## src/rtl/adder_pkg.sv

```systemverilog
// Shared constants for the pipelined adder: default geometry and the
// add/subtract mode encoding.
package adder_pkg;

  localparam int WIDTH_DEF = 32;
  localparam int SEG_W_DEF = 8;

  typedef enum logic {
    MODE_ADD = 1'b0,
    MODE_SUB = 1'b1
  } mode_e;

endpackage

```

## src/rtl/adder_segment.sv

```systemverilog
// Combinational W-bit ripple-carry slice; cmsb is the carry into the top bit
// so the last slice can derive signed overflow.
module adder_segment #(
  parameter int W = 8
) (
  input  logic [W-1:0] a,
  input  logic [W-1:0] b,
  input  logic         cin,
  output logic [W-1:0] sum,
  output logic         cout,
  output logic         cmsb
);

  always_comb begin
    logic carry;
    sum   = '0;
    cmsb  = cin;
    carry = cin;
    for (int i = 0; i < W; i++) begin
      if (i == W - 1) cmsb = carry;
      sum[i] = a[i] ^ b[i] ^ carry;
      carry  = (a[i] & b[i]) | (carry & (a[i] ^ b[i]));
    end
    cout = carry;
  end

endmodule

```

## src/rtl/pipelined_adder.sv

```systemverilog
// Segmented add/subtract pipeline: an input capture rank followed by one rank
// per SEG_W-bit slice, all ranks advancing together under a global stall.
module pipelined_adder
  import adder_pkg::*;
#(
  parameter int WIDTH = WIDTH_DEF,
  parameter int SEG_W = SEG_W_DEF
) (
  input  logic             clk,
  input  logic             rst,
  input  logic             in_valid,
  output logic             in_ready,
  input  logic [WIDTH-1:0] a,
  input  logic [WIDTH-1:0] b,
  input  logic             cin,
  input  logic             sub,
  output logic             out_valid,
  input  logic             out_ready,
  output logic [WIDTH-1:0] sum,
  output logic             cout,
  output logic             overflow
);

  localparam int STAGES = (SEG_W > 0) ? WIDTH / SEG_W : 1;

  if (SEG_W <= 0 || WIDTH <= 0 || (WIDTH % SEG_W) != 0) begin : g_bad_cfg
    $error("pipelined_adder: WIDTH (%0d) must be a nonzero multiple of SEG_W (%0d)",
           WIDTH, SEG_W);
  end

  // Each beat carries its full operands and partial sum; untouched bits
  // simply ride along until their slice is reached.
  typedef struct packed {
    logic             vld;
    logic [WIDTH-1:0] a;
    logic [WIDTH-1:0] b;
    logic [WIDTH-1:0] s;
    logic             c;
    logic             ov;
  } beat_t;

  beat_t st [STAGES+1];
  mode_e mode;
  logic  adv;

  assign mode     = mode_e'(sub);
  assign in_ready = !(out_valid && !out_ready);
  assign adv      = in_ready;

  beat_t in_d, in_q;

  always_comb begin
    in_d     = '0;
    in_d.vld = in_valid;
    in_d.a   = a;
    in_d.b   = (mode == MODE_SUB) ? ~b : b;
    in_d.c   = (mode == MODE_SUB) ? 1'b1 : cin;
  end

  always_ff @(posedge clk or posedge rst) begin
    if (rst)      in_q <= '0;
    else if (adv) in_q <= in_d;
  end

  assign st[0] = in_q;

  for (genvar k = 0; k < STAGES; k++) begin : g_stage
    logic [SEG_W-1:0] seg_sum;
    logic             seg_cout;
    logic             seg_cmsb;
    beat_t            st_d, st_q;

    adder_segment #(.W(SEG_W)) u_seg (
      .a    (st[k].a[k*SEG_W +: SEG_W]),
      .b    (st[k].b[k*SEG_W +: SEG_W]),
      .cin  (st[k].c),
      .sum  (seg_sum),
      .cout (seg_cout),
      .cmsb (seg_cmsb)
    );

    // ov is only meaningful once the MSB slice has been added
    always_comb begin
      st_d                       = st[k];
      st_d.s[k*SEG_W +: SEG_W]   = seg_sum;
      st_d.c                     = seg_cout;
      st_d.ov                    = seg_cmsb ^ seg_cout;
    end

    always_ff @(posedge clk or posedge rst) begin
      if (rst)      st_q <= '0;
      else if (adv) st_q <= st_d;
    end

    assign st[k+1] = st_q;
  end

  assign out_valid = st[STAGES].vld;
  assign sum       = st[STAGES].s;
  assign cout      = st[STAGES].c;
  assign overflow  = st[STAGES].ov;

endmodule
```

## config.mk

```make
export PLATFORM = sky130hd
export DESIGN_NAME = pipelined_adder
export DESIGN_NICKNAME = d
export VERILOG_FILES = /design/src/rtl/adder_pkg.sv /design/src/rtl/adder_segment.sv /design/src/rtl/pipelined_adder.sv
export SDC_FILE = /design/constraint.sdc
export NUM_CORES = 1
export LEC_CHECK = 0
export CAP_MARGIN = 15
export CORE_UTILIZATION = 51
export CTS_CLUSTER_SIZE = 30
export DETAILED_ROUTE_END_ITERATION = 7
export PLACE_DENSITY_LB_ADDON = 0.12
export REMOVE_ABC_BUFFERS = 1
export SLEW_MARGIN = 20
export SYNTH_ARGS = -nofsm -noshare
export SYNTH_HDL_FRONTEND = slang
export SYNTH_SLANG_ARGS = --single-unit
```

## constraint.sdc

```tcl
create_clock -name clk -period 8.4 [get_ports clk]
set_input_delay 1.68 -clock clk [delete_from_list [all_inputs] [get_ports clk]]
set_output_delay 1.68 -clock clk [all_outputs]
set_load 0.01 [all_outputs]
```

==> impl_metrics.ini <==
[status]
status = finished clean

[floorplanning]
design.portCount = 106
die_w_um = 145
die_area_mm2 = 0.0210
rows = 51
start_util_pct = 52.8
core_mm2 = 0.0198
fp.dieH_um = 145

[synthesis]
ys_seq_elements = 251
syn_area_per_cell_um2 = 16.2
ys_types = 21
synth_top_family_by_area = multiplexers
muxShareOfSynthArea_pct = 25.9
yosysWarnings = 0
synth_compound_area_share_pct = 0.623
synthSimpleGateAreaFrac_pct = 1.11
syn_area_mm2 = 0.0104
syn_inst = 645
synth_fa_ha_area_share_pct = 6.14
synth-xor-area-share_pct = 2.77
synth_seq_area_share_pct = 60.2

[grt]
grt_pass1_vias = 5860
gr-total-overflow = 0
grt_antenna_before_repair = 0
track_usage_pct = 17.2
grt_max_degree = 106
grt_first_pass_wirelength_mm = 29.4

[routing]
routed_wl_mm = 16.9
drt_iter0_markers = 190
drt-pass1-iter-count = 4
postRouteAntennaNets = 0
via_count = 5200
drc = 0
wire_per_inst_um = 16.4
via_per_inst = 5.02

[clock_tree]
cts_max_level = 1
cts-resized-gates = 0
cts_sinks = 251
cts_buffers = 27
clk_pin_slew_ns = 0.06
clk_latency_ns = 0.52
cts.path.max_buffers = 3
cts_tree = built
cts_setup_buffers = 0
root_buffer = clkbuf_16
hold_buffers = 0

[setup_path]
reg2reg_depth = 13
path_max_fanout = 41
criticalPathCategory = input port to output pin
required_ns = 6.72
crit_path_end_kind = output pin
critPathArrivalTime_ns = 3.81
start_kind = input port

[sta]
grt_setup_unrepaired = no
fin_crit_sh_pct = 65.3
maxSlewViolCount = 0
final_hold_viol_count = 0
period_needed_ns = 5.49
setup_violations = 0
worstMarginPinSlew_ns = 1.09
fin_worst_skew_ns = 0.0107
slew_headroom_pct = 27.6
fmax_mhz = 182

[placed_design]
gp_congestion = 0.691
place_hpwl_mm = 10.6
portBuffers = 105
placed_area_mm2 = 0.0116

[cells_and_area]
drive_above_1_share_pct = 37.4
num-fill-cells = 1464
nNetsFinal = 853
antennaDiodeCount = 0
seq_area_mm2 = 0.00628
area_growth_pct = 20.9
finalInstanceArea_mm2 = 0.0126
multi_input_area_mm2 = 0.00382

[power_and_ir_drop]
p_sw_share_pct = 28.1
power.leakage_nw = 5.38
p_sw_w = 0.00137
peakVddDrop_v = 0.000232
p_int_w = 0.00351
clockPowerShare_pct = 25.5
powerDensity_mw_per_mm2 = 387
finalPower_w = 0.00489
seqPwrFrac_pct = 42.5
combPwrFrac_pct = 32.0

[hold_path]
min-delay-path-class = register to register
holdPathStages = 1

[flow_run]
drv_cap = 0
==> cells by family (layout without fill, tap and decap cells) <==
group | Yosys count | in the layout
flip-flops | 251 | 251
AND/OR/NAND/NOR | 16 | 16
adder cells (fa/ha/maj) | 32 | 32
buffers and inverters | 63 | 189
XOR/XNOR | 33 | 33
multiplexers | 237 | 237
AO/OA/AOI/OAI | 13 | 13
==> power groups by stage <==
stage	sequential [W]	combinational [W]	clock (W)
2_1_floorplan	0.00205	0.00113	0
3_3_place_gp	0.00207	0.00154	0
3_5_place_dp	0.00210	0.00160	0
4_1_cts	0.00208	0.00161	0.00129
5_1_grt	0.00216	0.00176	0.00133
6_report	0.00207	0.00156	0.00125
==> sequential cells by signal, summed over array words and instances (netlist names) <==
name,cells
cout,1
g_stage.st_d,65
g_stage.st_q,150
in_q,1
out_valid,1
overflow,1
sum,32
==> final timing paths <==
check | startpoint | end | slack [ns]
setup / recovery | out_ready | in_ready | 2.91
hold / removal | g_stage[0].st_d[46] | g_stage[0].st_d[46] | 0.48
setup reg to reg | g_stage[2].st_q[58] | overflow | 4.50
hold reg to reg | g_stage[0].st_d[46] | g_stage[0].st_d[46] | 0.48
max in group asynchronous | rst | g_stage[2].st_q[90] | 5.40
min in group asynchronous | rst | g_stage[0].st_d[71] | 1.69
==> worst max-delay path, cell delays in order <==
cell and delay [ns]:
clkdlybuf4s50_1 0.94, nor2b_4 0.10, inv_4 0.43, clkdlybuf4s50_1 0.64
==> layout make-up <==
class / instances / area share, %
Clock buffer: 38 / 6.32
Timing Repair Buffer: 110 / 8.64
Tap cell: 265 / 2.63
Clock inverter: 11 / 1.35
Sequential cell: 251 / 49.8
Inverter: 30 / 0.972
Multi-Input combinational cell: 331 / 30.3
==> metal layers <==
metal	wire length [µm]	vias up	track usage [%]
met5	0	-	0
met4	382	0	4.37
met3	626	26	3.46
met2	8410	83	28.7
met1	7520	2686	23.3
li1	-	2405	-
==> through the flow <==
stage	instances	utilization (%)	setup WS, ns	TNS, ns	hold slack (ns)
final	1036	63.8	2.91	0	0.485
after global routing	1036	63.8	2.80	0	0.506
after CTS	1036	63.7	2.90	0	0.494
after detailed placement	987	58.9	2.89	0	0.459
after global placement	987	58.9	2.93	0	0.453
after floorplan	612	-	-1.32	-87.73	0.435
==> cells in the mapped netlist (all sizes together) <==
library cell	number	area (µm²)
nor2	1	3.75
nand2b	1	6.26
mux2	235	2690
nor2b	1	8.76
o21ai	1	5.00
dfrtp	251	6280
a21oi	12	60.1
xor2	30	263
buf	31	218
nand3b	1	7.51
nor3b	12	90.1
mux2i	2	20.0
clkbuf	2	7.51
xnor2	3	26.3
inv	30	113
fa	32	641
==> cells in the final DEF (no fill, tap or decap), types with 2 or more instances in the layout <==
master,n
a21oi_1,12
buf_4,5
bufinv_16,4
clkbuf_1,3
clkbuf_16,27
clkbuf_8,8
clkdlybuf4s50_1,104
clkinv_2,5
dfrtp_1,251
fa_1,32
inv_1,28
mux2_1,2
mux2_2,222
mux2_4,11
mux2i_1,2
nor3b_1,12
xnor2_1,3
xor2_1,30
No activity file was read; power rests on OpenSTA's default activity.
